[config.mk]
export PLATFORM = sky130hd
export DESIGN_NAME = serial_eight_bit_adder_flat
export DESIGN_NICKNAME = d
export VERILOG_FILES = /design/src/rtl/serial_eight_bit_adder_pkg.sv /design/src/rtl/serial_eight_bit_adder_if.sv /design/src/rtl/serial_eight_bit_adder_full_adder.sv /design/src/rtl/serial_eight_bit_adder.sv /design/src/flat_wrapper.sv
export SDC_FILE = /design/constraint.sdc
export NUM_CORES = 1
export LEC_CHECK = 0
export CORE_ASPECT_RATIO = 1.75
export CORE_MARGIN = 10
export CORE_UTILIZATION = 56
export CTS_BUF_LIST = sky130_fd_sc_hd__clkbuf_4 sky130_fd_sc_hd__clkbuf_8 sky130_fd_sc_hd__clkbuf_16
export DETAILED_ROUTE_END_ITERATION = 16
export GPL_TIMING_DRIVEN = 0
export PLACE_DENSITY = 0.89
export SYNTH_ARGS = -nofsm -noshare
export SYNTH_HDL_FRONTEND = slang
export SYNTH_SLANG_ARGS = --single-unit
[constraint.sdc]
create_clock -name clk -period 2.4 [get_ports clk]
set_input_delay 0.48 -clock clk [delete_from_list [all_inputs] [get_ports clk]]
set_output_delay 0.48 -clock clk [all_outputs]
set_load 0.02 [all_outputs]
[src/rtl/serial_eight_bit_adder_pkg.sv]
// Shared types and constants for the bit-serial adder.
// The optional OVERFLOW output is controlled by macro SERIAL_ADDER_OVERFLOW_EN.
package serial_eight_bit_adder_pkg;

    typedef enum logic [1:0] {
        IDLE  = 2'd0,
        SHIFT = 2'd1,
        DONE  = 2'd2
    } state_t;

    localparam int DEFAULT_WIDTH = 8;

endpackage

[src/rtl/serial_eight_bit_adder_if.sv]
// Request/result bundle between a requester and the serial adder.
// OVERFLOW exists only when SERIAL_ADDER_OVERFLOW_EN is defined.
interface serial_eight_bit_adder_if
    import serial_eight_bit_adder_pkg::*;
#(
    parameter int WIDTH = DEFAULT_WIDTH
);
    logic             start;
    logic [WIDTH-1:0] A;
    logic [WIDTH-1:0] B;
    logic             busy;
    logic             done;
    logic [WIDTH-1:0] SUM;
    logic             CARRY;
`ifdef SERIAL_ADDER_OVERFLOW_EN
    logic             OVERFLOW;
`endif

    modport master (
        output start, A, B,
        input  busy, done, SUM, CARRY
`ifdef SERIAL_ADDER_OVERFLOW_EN
        , input OVERFLOW
`endif
    );

    modport slave (
        input  start, A, B,
        output busy, done, SUM, CARRY
`ifdef SERIAL_ADDER_OVERFLOW_EN
        , output OVERFLOW
`endif
    );

endinterface

[src/rtl/serial_eight_bit_adder_full_adder.sv]
// Single-bit full adder used by the serial datapath.
module full_adder (
    input  logic a,
    input  logic b,
    input  logic cin,
    output logic s,
    output logic cout
);

    assign s    = a ^ b ^ cin;
    assign cout = (a & b) | (cin & (a ^ b));

endmodule

[src/rtl/serial_eight_bit_adder.sv]
// Bit-serial adder: one bit pair per cycle LSB-first, result published on DONE.
// Define SERIAL_ADDER_OVERFLOW_EN to add the signed OVERFLOW output.
//
// state | meaning
// IDLE  | waiting for start; operands captured when start is seen
// SHIFT | one bit added per cycle; last cycle (cnt == WIDTH) only advances
// DONE  | result visible, done pulse, back to IDLE
module serial_eight_bit_adder
    import serial_eight_bit_adder_pkg::*;
#(
    parameter int WIDTH = DEFAULT_WIDTH
)(
    input  logic                    clk,
    input  logic                    rst_n,
    serial_eight_bit_adder_if.slave bus
);

    localparam int            CW       = $clog2(WIDTH + 1);
    localparam logic [CW-1:0] LAST_CNT = CW'(WIDTH);
    localparam logic [CW-1:0] MSB_CNT  = CW'(WIDTH - 1);

    state_t           state_q, state_d;
    logic [WIDTH-1:0] a_q, b_q, res_q, sum_q;
    logic [CW-1:0]    cnt_q;
    logic             carry_q, carry_out_q;
    logic             fa_s, fa_cout;
    logic             accept, shift_en, load_out;
    logic             busy_c, done_c;

    full_adder u_full_adder (
        .a    (a_q[0]),
        .b    (b_q[0]),
        .cin  (carry_q),
        .s    (fa_s),
        .cout (fa_cout)
    );

    assign accept   = (state_q == IDLE) && bus.start;
    assign shift_en = (state_q == SHIFT) && (cnt_q != LAST_CNT);
    assign load_out = (state_q == SHIFT) && (cnt_q == LAST_CNT);

    always_ff @(posedge clk or negedge rst_n) begin
        if (!rst_n) state_q <= IDLE;
        else        state_q <= state_d;
    end

    always_comb begin
        state_d = state_q;
        case (state_q)
            IDLE:    if (bus.start) state_d = SHIFT;
            SHIFT:   if (cnt_q == LAST_CNT) state_d = DONE;
            DONE:    state_d = IDLE;
            default: state_d = IDLE;
        endcase
    end

    always_comb begin
        busy_c = 1'b0;
        done_c = 1'b0;
        case (state_q)
            SHIFT:   busy_c = 1'b1;
            DONE: begin
                busy_c = 1'b1;
                done_c = 1'b1;
            end
            default: ;
        endcase
    end

    always_ff @(posedge clk or negedge rst_n) begin
        if (!rst_n) begin
            a_q         <= '0;
            b_q         <= '0;
            res_q       <= '0;
            cnt_q       <= '0;
            carry_q     <= 1'b0;
            sum_q       <= '0;
            carry_out_q <= 1'b0;
        end else begin
            if (accept) begin
                a_q     <= bus.A;
                b_q     <= bus.B;
                res_q   <= '0;
                cnt_q   <= '0;
                carry_q <= 1'b0;
            end else if (shift_en) begin
                a_q     <= a_q >> 1;
                b_q     <= b_q >> 1;
                res_q   <= {fa_s, res_q[WIDTH-1:1]};
                cnt_q   <= cnt_q + CW'(1);
                carry_q <= fa_cout;
            end
            if (load_out) begin
                sum_q       <= res_q;
                carry_out_q <= carry_q;
            end
        end
    end

`ifdef SERIAL_ADDER_OVERFLOW_EN
    // Carry entering the MSB is only visible during the MSB shift, so keep it.
    logic msb_cin_q, ovf_q;

    always_ff @(posedge clk or negedge rst_n) begin
        if (!rst_n) begin
            msb_cin_q <= 1'b0;
            ovf_q     <= 1'b0;
        end else begin
            if (accept)
                msb_cin_q <= 1'b0;
            else if (shift_en && (cnt_q == MSB_CNT))
                msb_cin_q <= carry_q;
            if (load_out)
                ovf_q <= msb_cin_q ^ carry_q;
        end
    end

    assign bus.OVERFLOW = ovf_q;
`endif

    assign bus.busy  = busy_c;
    assign bus.done  = done_c;
    assign bus.SUM   = sum_q;
    assign bus.CARRY = carry_out_q;

endmodule

[src/flat_wrapper.sv]
// flat-port wrapper written by rule: the top's interface ports become plain ports
module serial_eight_bit_adder_flat import serial_eight_bit_adder_pkg::*;
#(
    parameter int WIDTH = DEFAULT_WIDTH
)
  (clk, rst_n, bus_start, bus_A, bus_B, bus_busy, bus_done, bus_SUM, bus_CARRY);
  serial_eight_bit_adder_if #(.WIDTH(WIDTH)) bus_i ();
  input  logic clk;
  input  logic rst_n;
  input wire logic [$bits(bus_i.start)-1:0] bus_start;
  input wire logic [$bits(bus_i.A)-1:0] bus_A;
  input wire logic [$bits(bus_i.B)-1:0] bus_B;
  output wire logic [$bits(bus_i.busy)-1:0] bus_busy;
  output wire logic [$bits(bus_i.done)-1:0] bus_done;
  output wire logic [$bits(bus_i.SUM)-1:0] bus_SUM;
  output wire logic [$bits(bus_i.CARRY)-1:0] bus_CARRY;
  assign bus_i.start = bus_start;
  assign bus_i.A = bus_A;
  assign bus_i.B = bus_B;
  assign bus_busy = bus_i.busy;
  assign bus_done = bus_i.done;
  assign bus_SUM = bus_i.SUM;
  assign bus_CARRY = bus_i.CARRY;
  serial_eight_bit_adder #(.WIDTH(WIDTH)) u_core (.clk(clk), .rst_n(rst_n), .bus(bus_i));
endmodule
==> results of run 1 <==
[area by class of cell]
type,instances,area share [%]
multi-input combinational,122,33.8
buffer,13,2.62
clock buffer,7,3.93
tap,43,2.35
sequential,40,43.7
inverter,5,0.819
timing repair buffer,29,12.5
clock inverter,1,0.328
[worst max-delay path, delay by kind of cell (launching register included)]
family	cells	cell delay [ps]
fa+ha+maj	1	290
buf+inv	2	680
flops	1	370
[state kept, by name (all words and copies together) (netlist names)]
signal and flops:
u_core.bus.SUM 8, u_core.b_q 8, u_core.carry_q 1, u_core.a_q 8
u_core.bus.CARRY 1, u_core.state_q 2, u_core.res_q 8, u_core.cnt_q 4
[cells in the final DEF, fill, tap and decap left out, drive strengths merged, types with 3 or more instances in the layout]
cell type,n
clkbuf,16
mux2i,8
clkdlybuf4s50,28
dfrtp,40
nand2,16
buf,5
ha,6
a31oi,14
inv,5
nand3,3
mux2,10
o21ai,22
a21oi,19
nor2,15
[how the worst min path moves through the flow]
| stage | start | endpoint | depth (start not counted) |
|---|---|---|---|
| floorplan | rst_n | u_core.a_q[0] | 0 |
| global placement | u_core.res_q[0] | u_core.bus.SUM[0] | 1 |
| detailed placement | u_core.bus.SUM[4] | u_core.bus.SUM[4] | 1 |
| CTS | rst_n | u_core.a_q[6] | 1 |
| global route | rst_n | u_core.bus.SUM[2] | 1 |
| finish | rst_n | u_core.bus.SUM[2] | 1 |
[per-stage QoR]
step	setup slack, ps	cell area (sq um)	hold WS, ps
after floorplan	925	1850	184
after global routing	200	2290	346
after CTS	262	2290	322
final	287	2290	294
after detailed placement	348	2190	480
after global placement	-95.0	2200	467
[kinds of logic (layout without fill, tap and decap cells)]
| group | after synthesis | in the layout |
|---|---|---|
| AOI/OAI and AO/OA | 56 | 56 |
| xor gates and xnor gates | 1 | 1 |
| adders and majority gates | 7 | 7 |
| buffers and inverters | 18 | 55 |
| DFF | 40 | 40 |
| muxes | 18 | 18 |
| and+or+nand+nor | 40 | 40 |
[power by group through the flow]
stage | Clock [uW] | Combinational (uW) | Sequential [uW]
4_1_cts | 481 | 1050 | 1060
6_report | 473 | 1040 | 1060
3_3_place_gp | 0 | 993 | 1060
5_1_grt | 516 | 1180 | 1100
3_5_place_dp | 0 | 1040 | 1070
2_1_floorplan | 0 | 729 | 1060
[per-layer routing]
layer | share of wire, % | track usage [%] | vias up
met4 | 3.6 | 10.1 | 0
met2 | 54 | 25.6 | 35
met1 | 38 | 14.6 | 696
li1 | - | - | 698
met3 | 4.7 | 4.88 | 14
met5 | 0 | 0 | -
==> summary.txt, run 1 <==
ys flop type - dfrtp_1
Tot Pwr - 2580 uW
worst r2r dst - u_core.b_q[6]
CP arrival - 1630 ps
leading area contributor after synthesis - dfrtp_1
RSZ-0062 raised after global routing - false
power per cell area - 1130 nW/um^2
Setup crit start - u_core.state_q[0]
syn_area_per_cell - 10.3 sq um
fin. max-slew vios - 0
sequential fraction of the synthesis area - 54.0%
DP Wirelength - 2860 um
Synth Area in Compound Gates - 16.2%
RR Startpoint - u_core.state_q[1]
CTS sink cnt - 40
P_sw - 970 uW
Worst path max stage delay - 600 ps
Final Skew - 5.22 ps
switch share - 37.6%
initial antenna violation count - 0
critical path, cell by cell - inv_1 -> ha_1 -> clkdlybuf4s50_1
synthesis-stage register bit count - 40
Max Clock Freq - 0.473 GHz
flop-to-flop setup slack - 630 ps
Worst EP required - 1920 ps
Die Span Y - 96.1 um
Post-synth top cells - dfrtp_1 (40), a21oi_1 (19), nor2_1 (15)
Congestion Overflow GR - 0
# setup viols final - 0
status - complete, no violations
Initial Util - 58.4%
# hold bufs at CTS - 0
crit path capture type - primary output
Rel. slew slack - 42.9%
Synth cell types - 25
Setup CP Type - reg -> out
multi-input logic area - 774 sq um
crit path max fanout - 3
adder-cell area share of the yosys netlist - 5.13%
Non-Filler Instances - 260
vias in the first global route - 1542
post-synthesis cell area - 1850 sq um
ANT cells - 0
Worst-path clk slew - 70 ps
Cell Int Power - 1610 uW
die span in x - 63.5 um
utilization after layout - 72.1%
die area - 6100 sq um
CP endpoint - bus_busy
mux cell area share after synthesis - 10.4%
proportion of power drawn by flip-flops and latches - 41.2%
clock latency on the worst-skew pair - 290 ps
main combinational cell family by area after synthesis - compound AO/OA/AOI/OAI gates
Hold Path Class - in -> async
register area - 1000 sq um
DRT iter0 DRCs - 26
leading post-synthesis cells by cell area - dfrtp_1 (54%), mux2_1 (6.1%), a21oi_1 (5.1%)
Worst path slowest cell - clkdlybuf4s50_1
Final min period - 2110 ps
synth warn - 0
final wirelength - 4000 um
Layout area overhead - 23.5%
first-pass GRT wire length - 7060 um
Worst-Margin Slew - 856 ps
leakage power - 0.00103 uW
CTS tree - done
row count - 27
# DRC - 0
Post-Synthesis Cells - 180
total I/O pin count - 30
top-area cell type share of the netlist area - 54.0%
nets - 242
synthesized net count - 206
# port buffers - 29
Max-Cap Viols - 0
Wirelength per Cell - 15.4 um
most numerous cell in the Yosys netlist - dfrtp_1
vias per cell - 5.55
CTS root buf - clkbuf_8
Clock Power Share - 18.3%
fillers - 258
Final Hold Fails - 0
Tcrit/Tclk final - 88.0%
share of layout cells above drive strength 1 - 6.91%
Max IR drop VDD - 874 uV
Post-Synth XOR/XNOR Area - 0.472%
worst reg2reg path depth - 7
total global-route track usage - 14.7%
post-CTS setup buffer count - 0
post_cts resized - 0
Post-Synth Simple-Gate Area - 9.58%
routability cong. - 0.838
pin count of the biggest net entering global routing - 41
H-tree levels - 2
Comb pwr share - 40.5%
DRT antenna net count - 0
TNS Setup - 0 ps
placed cells - 252
number of synthesized flops with an enable pin - 0
Core Box Area - 3180 sq um
ys async rst share - 100%
total iterations of the first detailed-routing run - 5
CTS buffer count - 5
Setup crit start kind - flip-flop
clk buf depth - 2
DR vias - 1443
(Power assumes the default switching activity.)
==> inputs of run 2 (changes only) <==
Settings changed: CORE_MARGIN 10 to 8.
==> run 2 against run 1 <==
Core utilization is 0.62 points higher. Sequential cell count stayed put. Total power is 0.71% lower. Combinational power hardly changed. Worst setup slack better by 22 ps. Global-route usage is 0.94 points higher. Register-to-register slack hardly changed. Sequential share of layout area is 0.096 points higher. Clock skew is 0.90 ps lower. Fmax is 1.1% higher. Non-clock buffer count stayed put. Clock power is 4.2% lower. Largest power group unchanged.
==> summary.txt, run 2 (synthesis gave the netlist of run 1 again) <==
Hold Path Class - in -> async
row count - 27 (unchanged)
die area - 5480 sq um (-10%)
final wirelength - 3960 um (-1.2%)
first-pass GRT wire length - 6680 um (-5.4%)
crit path capture type - primary output
Tcrit/Tclk final - 87.1% (-0.93 points)
Rel. slew slack - 42.9% (-0.059 points)
P_sw - 969 uW (about the same)
Final min period - 2090 ps (-22.4 ps)
routability cong. - 0.799 (-4.7%)
Setup crit start kind - flip-flop
post_cts resized - 0 (unchanged)
Initial Util - 59.0% (+0.63 points)
Core Box Area - 3140 sq um (-1.1%)
DRT iter0 DRCs - 50 (+92%)
die span in x - 59.5 um (-6.3%)
# DRC - 0 (unchanged)
Die Span Y - 92.1 um (-4.2%)
highest-count cells in the layout ignoring fill and taps - dfrtp_1 (40), clkdlybuf4s50_1 (28), a21oi_1 (19)
CTS sink cnt - 40 (unchanged)
Clock Power Share - 17.7% (-0.6 points)
Tot Pwr - 2560 uW (-0.71%)
Comb pwr share - 40.5% (about the same)
power per cell area - 1120 nW/um^2 (-0.50%)
Final Skew - 4.32 ps (-0.898 ps)
switch share - 37.8% (+0.25 points)
Congestion Overflow GR - 0 (unchanged)
DP Wirelength - 2890 um (+0.99%)
nets - 242 (unchanged)
crit path max fanout - 3 (unchanged)
Worst EP required - 1920 ps (about the same)
fin. max-slew vios - 0 (unchanged)
total I/O pin count - 30 (unchanged)
# port buffers - 29 (unchanged)
ANT cells - 0 (unchanged)
Setup CP Type - reg -> out
clk buf depth - 2 (unchanged)
Wirelength per Cell - 15.2 um (-1.2%)
Worst-Margin Slew - 857 ps (+0.882 ps)
total global-route track usage - 15.7% (+0.94 points)
Worst Hold Slack - 297 ps (+3.36 ps)
# setup viols final - 0 (unchanged)
initial antenna violation count - 0 (unchanged)
post-CTS setup buffer count - 0 (unchanged)
H-tree levels - 2 (unchanged)
post-route cell area - 2290 sq um (-0.22%)
share of layout cells above drive strength 1 - 6.91% (unchanged)
# hold bufs at CTS - 0 (unchanged)
CTS buffer count - 5 (unchanged)
Layout area overhead - 23.3%
Final Hold Fails - 0 (unchanged)
DR vias - 1486 (+3.0%)
leading cell type in the layout, fill and taps excluded - dfrtp_1
Worst-path clk slew - 70 ps (about the same)
Max-Cap Viols - 0 (unchanged)
CTS root buf - clkbuf_8
leakage power - 0.00104 uW (+0.30%)
clock latency on the worst-skew pair - 290 ps (about the same)
utilization after layout - 72.8% (+0.62 points)
TNS Setup - 0 ps (unchanged)
Cell Int Power - 1590 uW (-1.1%)
DP Area - 2190 sq um (unchanged)
DRT antenna net count - 0 (unchanged)
pin count of the biggest net entering global routing - 41 (unchanged)
CTS tree - done
vias per cell - 5.72 (+3.0%)
CP arrival - 1610 ps (-20 ps)
status - complete, no violations
Max IR drop VDD - 673 uV (-23%)
proportion of power drawn by flip-flops and latches - 41.8% (+0.6 points)
total iterations of the first detailed-routing run - 4 (-1)
RSZ-0062 raised after global routing - false
Max Clock Freq - 0.478 GHz (+1.1%)
vias in the first global route - 1540 (-0.13%)
run 2: path summary, 6_finish.rpt:
path                                         from           endpoint  slack (ps)  cells after the start
min in group clk                u_core.bus.SUM[3]  u_core.bus.SUM[3]         490                      1
worst min-delay path                        rst_n  u_core.state_q[1]         300                      1
max in group asynchronous                   rst_n      u_core.b_q[3]        1560                      1
worst max register to register  u_core.state_q[1]      u_core.a_q[0]         620                      7
worst min register to register  u_core.bus.SUM[3]  u_core.bus.SUM[3]         490                      1
worst max-delay path            u_core.state_q[0]           bus_busy         310                      3
run 2: routing by layer:
metal	wire, um	global-route usage [%]
met1	1490	16.0
met2	2150	28.0
met3	209	3.78
met4	104	7.82
met5	0	0
run 2: layout make-up:
cell class              instances  area, sq um
clock inverters                 2         10.0
repair buffers                 29          285
well taps                      43         53.8
flip-flops and latches         40         1000
plain buffers                  13         60.1
fillers                       237          856
multi-input cells             122          774
clock buffers                   6         82.6
inverters                       5         18.8
run 2: power groups by stage:
| stage | logic [uW] | registers [uW] | clock network [uW] |
|---|---|---|---|
| floorplan | 729 | 1060 | 0 |
| finish | 1040 | 1070 | 453 |
| CTS | 1050 | 1070 | 459 |
| global placement | 993 | 1060 | 0 |
| global route | 1160 | 1100 | 491 |
| detailed placement | 1040 | 1080 | 0 |
run 2: critical path: stages, from the launching register on:
cell and delay, ps:
dfrtp_1 370, inv_1 80, ha_1 270, clkdlybuf4s50_1 590
run 2: stage by stage:
step / instances / worst slack [ps]
CTS: 260 / 293
floorplan: 180 / 925
global placement: 252 / -117
finish: 260 / 310
detailed placement: 252 / 356
global route: 260 / 249
==> inputs of run 3 (changes only) <==
Settings changed: GPL_TIMING_DRIVEN 0 to not set.
==> run 3 against run 2 <==
Final cell count shrank 4.2%. Worst setup slack got worse by 39 ps. Sequential cell count did not move. Highest routed layer unchanged. Critical path type is now reg -> reg. Total power rose by 7.3%. Non-clock buffer count down 10. Register-to-register slack worse by 350 ps.
==> summary.txt, run 3 (synthesis gave the netlist of run 1 again) <==
crit path capture type - flip-flop
fillers - 225 (-5.1%)
pin count of the biggest net entering global routing - 41 (unchanged)
highest-count cells in the layout ignoring fill and taps - dfrtp_1 (40), clkdlybuf4s50_1 (28), a21oi_1 (19)
status - complete, no violations
crit path max fanout - 21 (+18)
total global-route track usage - 16.8% (+1.2 points)
share of layout cells above drive strength 1 - 6.31% (-0.60 points)
die area - 5480 sq um (unchanged)
# port buffers - 29 (unchanged)
DRT iter0 DRCs - 60 (+20%)
CTS tree - done
final wirelength - 4260 um (+7.6%)
total I/O pin count - 30 (unchanged)
DP Wirelength - 2730 um (-5.7%)
leakage power - 0.00103 uW (about the same)
switch share - 35.7% (-2.2 points)
DR vias - 1472 (-0.94%)
post-CTS setup buffer count - 0 (unchanged)
CTS root buf - clkbuf_8
Worst-Margin Slew - 880 ps (+23.3 ps)
fin. max-slew vios - 0 (unchanged)
RSZ-0062 raised after global routing - false
Setup crit start kind - flip-flop
routability cong. - 0.778 (-2.6%)
Final min period - 2130 ps (+38.8 ps)
Comb pwr share - 38.0% (-2.5 points)
Setup CP Type - reg -> reg
Hold Path Class - in -> async
Layout area overhead - 23.2% (about the same)
row count - 27 (unchanged)
leading cell type in the layout, fill and taps excluded - dfrtp_1
Worst EP required - 2570 ps (+650 ps)
vias per cell - 5.91 (+3.4%)
Rel. slew slack - 41.3% (-1.6 points)
Max Clock Freq - 0.470 GHz (-1.8%)
# setup viols final - 0 (unchanged)
clock latency on the worst-skew pair - 290 ps (about the same)
Congestion Overflow GR - 0 (unchanged)
CTS buffer count - 5 (unchanged)
Max IR drop VDD - 1060 uV (+57%)
Tcrit/Tclk final - 88.7% (+1.6 points)
post_cts resized - 0 (unchanged)
nets - 232 (-4.1%)
Die Span Y - 92.1 um (unchanged)
Cell Int Power - 1770 uW (+11%)
vias in the first global route - 1532 (-0.52%)
# hold bufs at CTS - 0 (unchanged)
Initial Util - 59.0% (unchanged)
Clock Power Share - 23.1% (+5.4 points)
Wirelength per Cell - 17.1 um (+12%)
clk buf depth - 2 (unchanged)
ANT cells - 0 (unchanged)
Worst-path clk slew - 80 ps (about the same)
proportion of power drawn by flip-flops and latches - 39.0% (-2.8 points)
# DRC - 0 (unchanged)
power per cell area - 1200 nW/um^2 (+7.4%)
Core Box Area - 3140 sq um (unchanged)
Final Hold Fails - 0 (unchanged)
die span in x - 59.5 um (unchanged)
first-pass GRT wire length - 7130 um (+6.7%)
Max-Cap Viols - 0 (unchanged)
total iterations of the first detailed-routing run - 4 (unchanged)
H-tree levels - 2 (unchanged)
CP arrival - 2300 ps (+690 ps)
initial antenna violation count - 0 (unchanged)
Final Skew - 9.84 ps (+5.51 ps)
Non-Filler Instances - 249 (-4.2%)
P_sw - 981 uW (+1.2%)
CTS sink cnt - 40 (unchanged)
DRT antenna net count - 0 (unchanged)
placed cells - 242 (-4.0%)
TNS Setup - 0 ps (unchanged)
[run 3: cell types whose count changed in the layout (fill, tap and decap cells not counted), sizes merged]
cell / change
clkbuf: -10
clkinv: -2
bufinv: +2
buf: -1
[run 3: worst max-delay path: stages, from the launching register on]
cell and delay (ps):
dfrtp_1 430, inv_1 110, ha_1 170, and3b_1 620, nand2_2 300, mux2_1 380
[run 3: through the flow]
stage / power, uW / setup slack (ps) / cell area [sq um] / util [%] / hold slack [ps]
floorplan: 1790 / 925 / 1850 / - / 184
global placement: 2010 / 427 / 2160 / 68.6 / 466
detailed placement: 2090 / 343 / 2160 / 68.6 / 475
CTS: 2760 / 260 / 2280 / 72.7 / 323
global route: 2930 / 162 / 2280 / 72.7 / 371
finish: 2750 / 271 / 2280 / 72.7 / 302
[run 3: worst paths after layout]
kind / startpoint / to / slack, ps / cells past startpoint
max: u_core.cnt_q[0] / u_core.bus.SUM[7] / 270 / 5
min: rst_n / u_core.res_q[0] / 300 / 1
max reg2reg: u_core.cnt_q[0] / u_core.bus.SUM[7] / 270 / 5
min reg2reg: u_core.res_q[3] / u_core.bus.SUM[3] / 490 / 1
max in group asynchronous: rst_n / u_core.b_q[2] / 1540 / 1
min in group clk: u_core.res_q[3] / u_core.bus.SUM[3] / 490 / 1
[run 3: power by group through the flow]
| stage | Sequential, uW | Clock, uW | Combinational, uW |
|---|---|---|---|
| 6_report | 1070 | 634 | 1040 |
| 3_3_place_gp | 1050 | 0 | 954 |
| 2_1_floorplan | 1060 | 0 | 729 |
| 5_1_grt | 1100 | 674 | 1150 |
| 4_1_cts | 1070 | 649 | 1040 |
| 3_5_place_dp | 1080 | 0 | 1010 |
[run 3: final cells by class]
type | count | area [sq um] | share of cell area, %
Clock buffer | 5 | 68.8 | 3.01
Clock inverter | 2 | 60.1 | 2.63
Inverter | 5 | 18.8 | 0.821
Multi-Input combinational cell | 122 | 774 | 33.9
Sequential cell | 40 | 1000 | 43.8
Tap cell | 43 | 53.8 | 2.35
Timing Repair Buffer | 32 | 308 | 13.5
[run 3: layer usage]
layer,global-route usage (%),share of wire (%),vias to the layer above
li1,-,-,677
met1,18.1,37,737
met2,29.9,56,50
met3,3.92,4.9,8
met4,6.81,1.9,0
met5,0,0,-
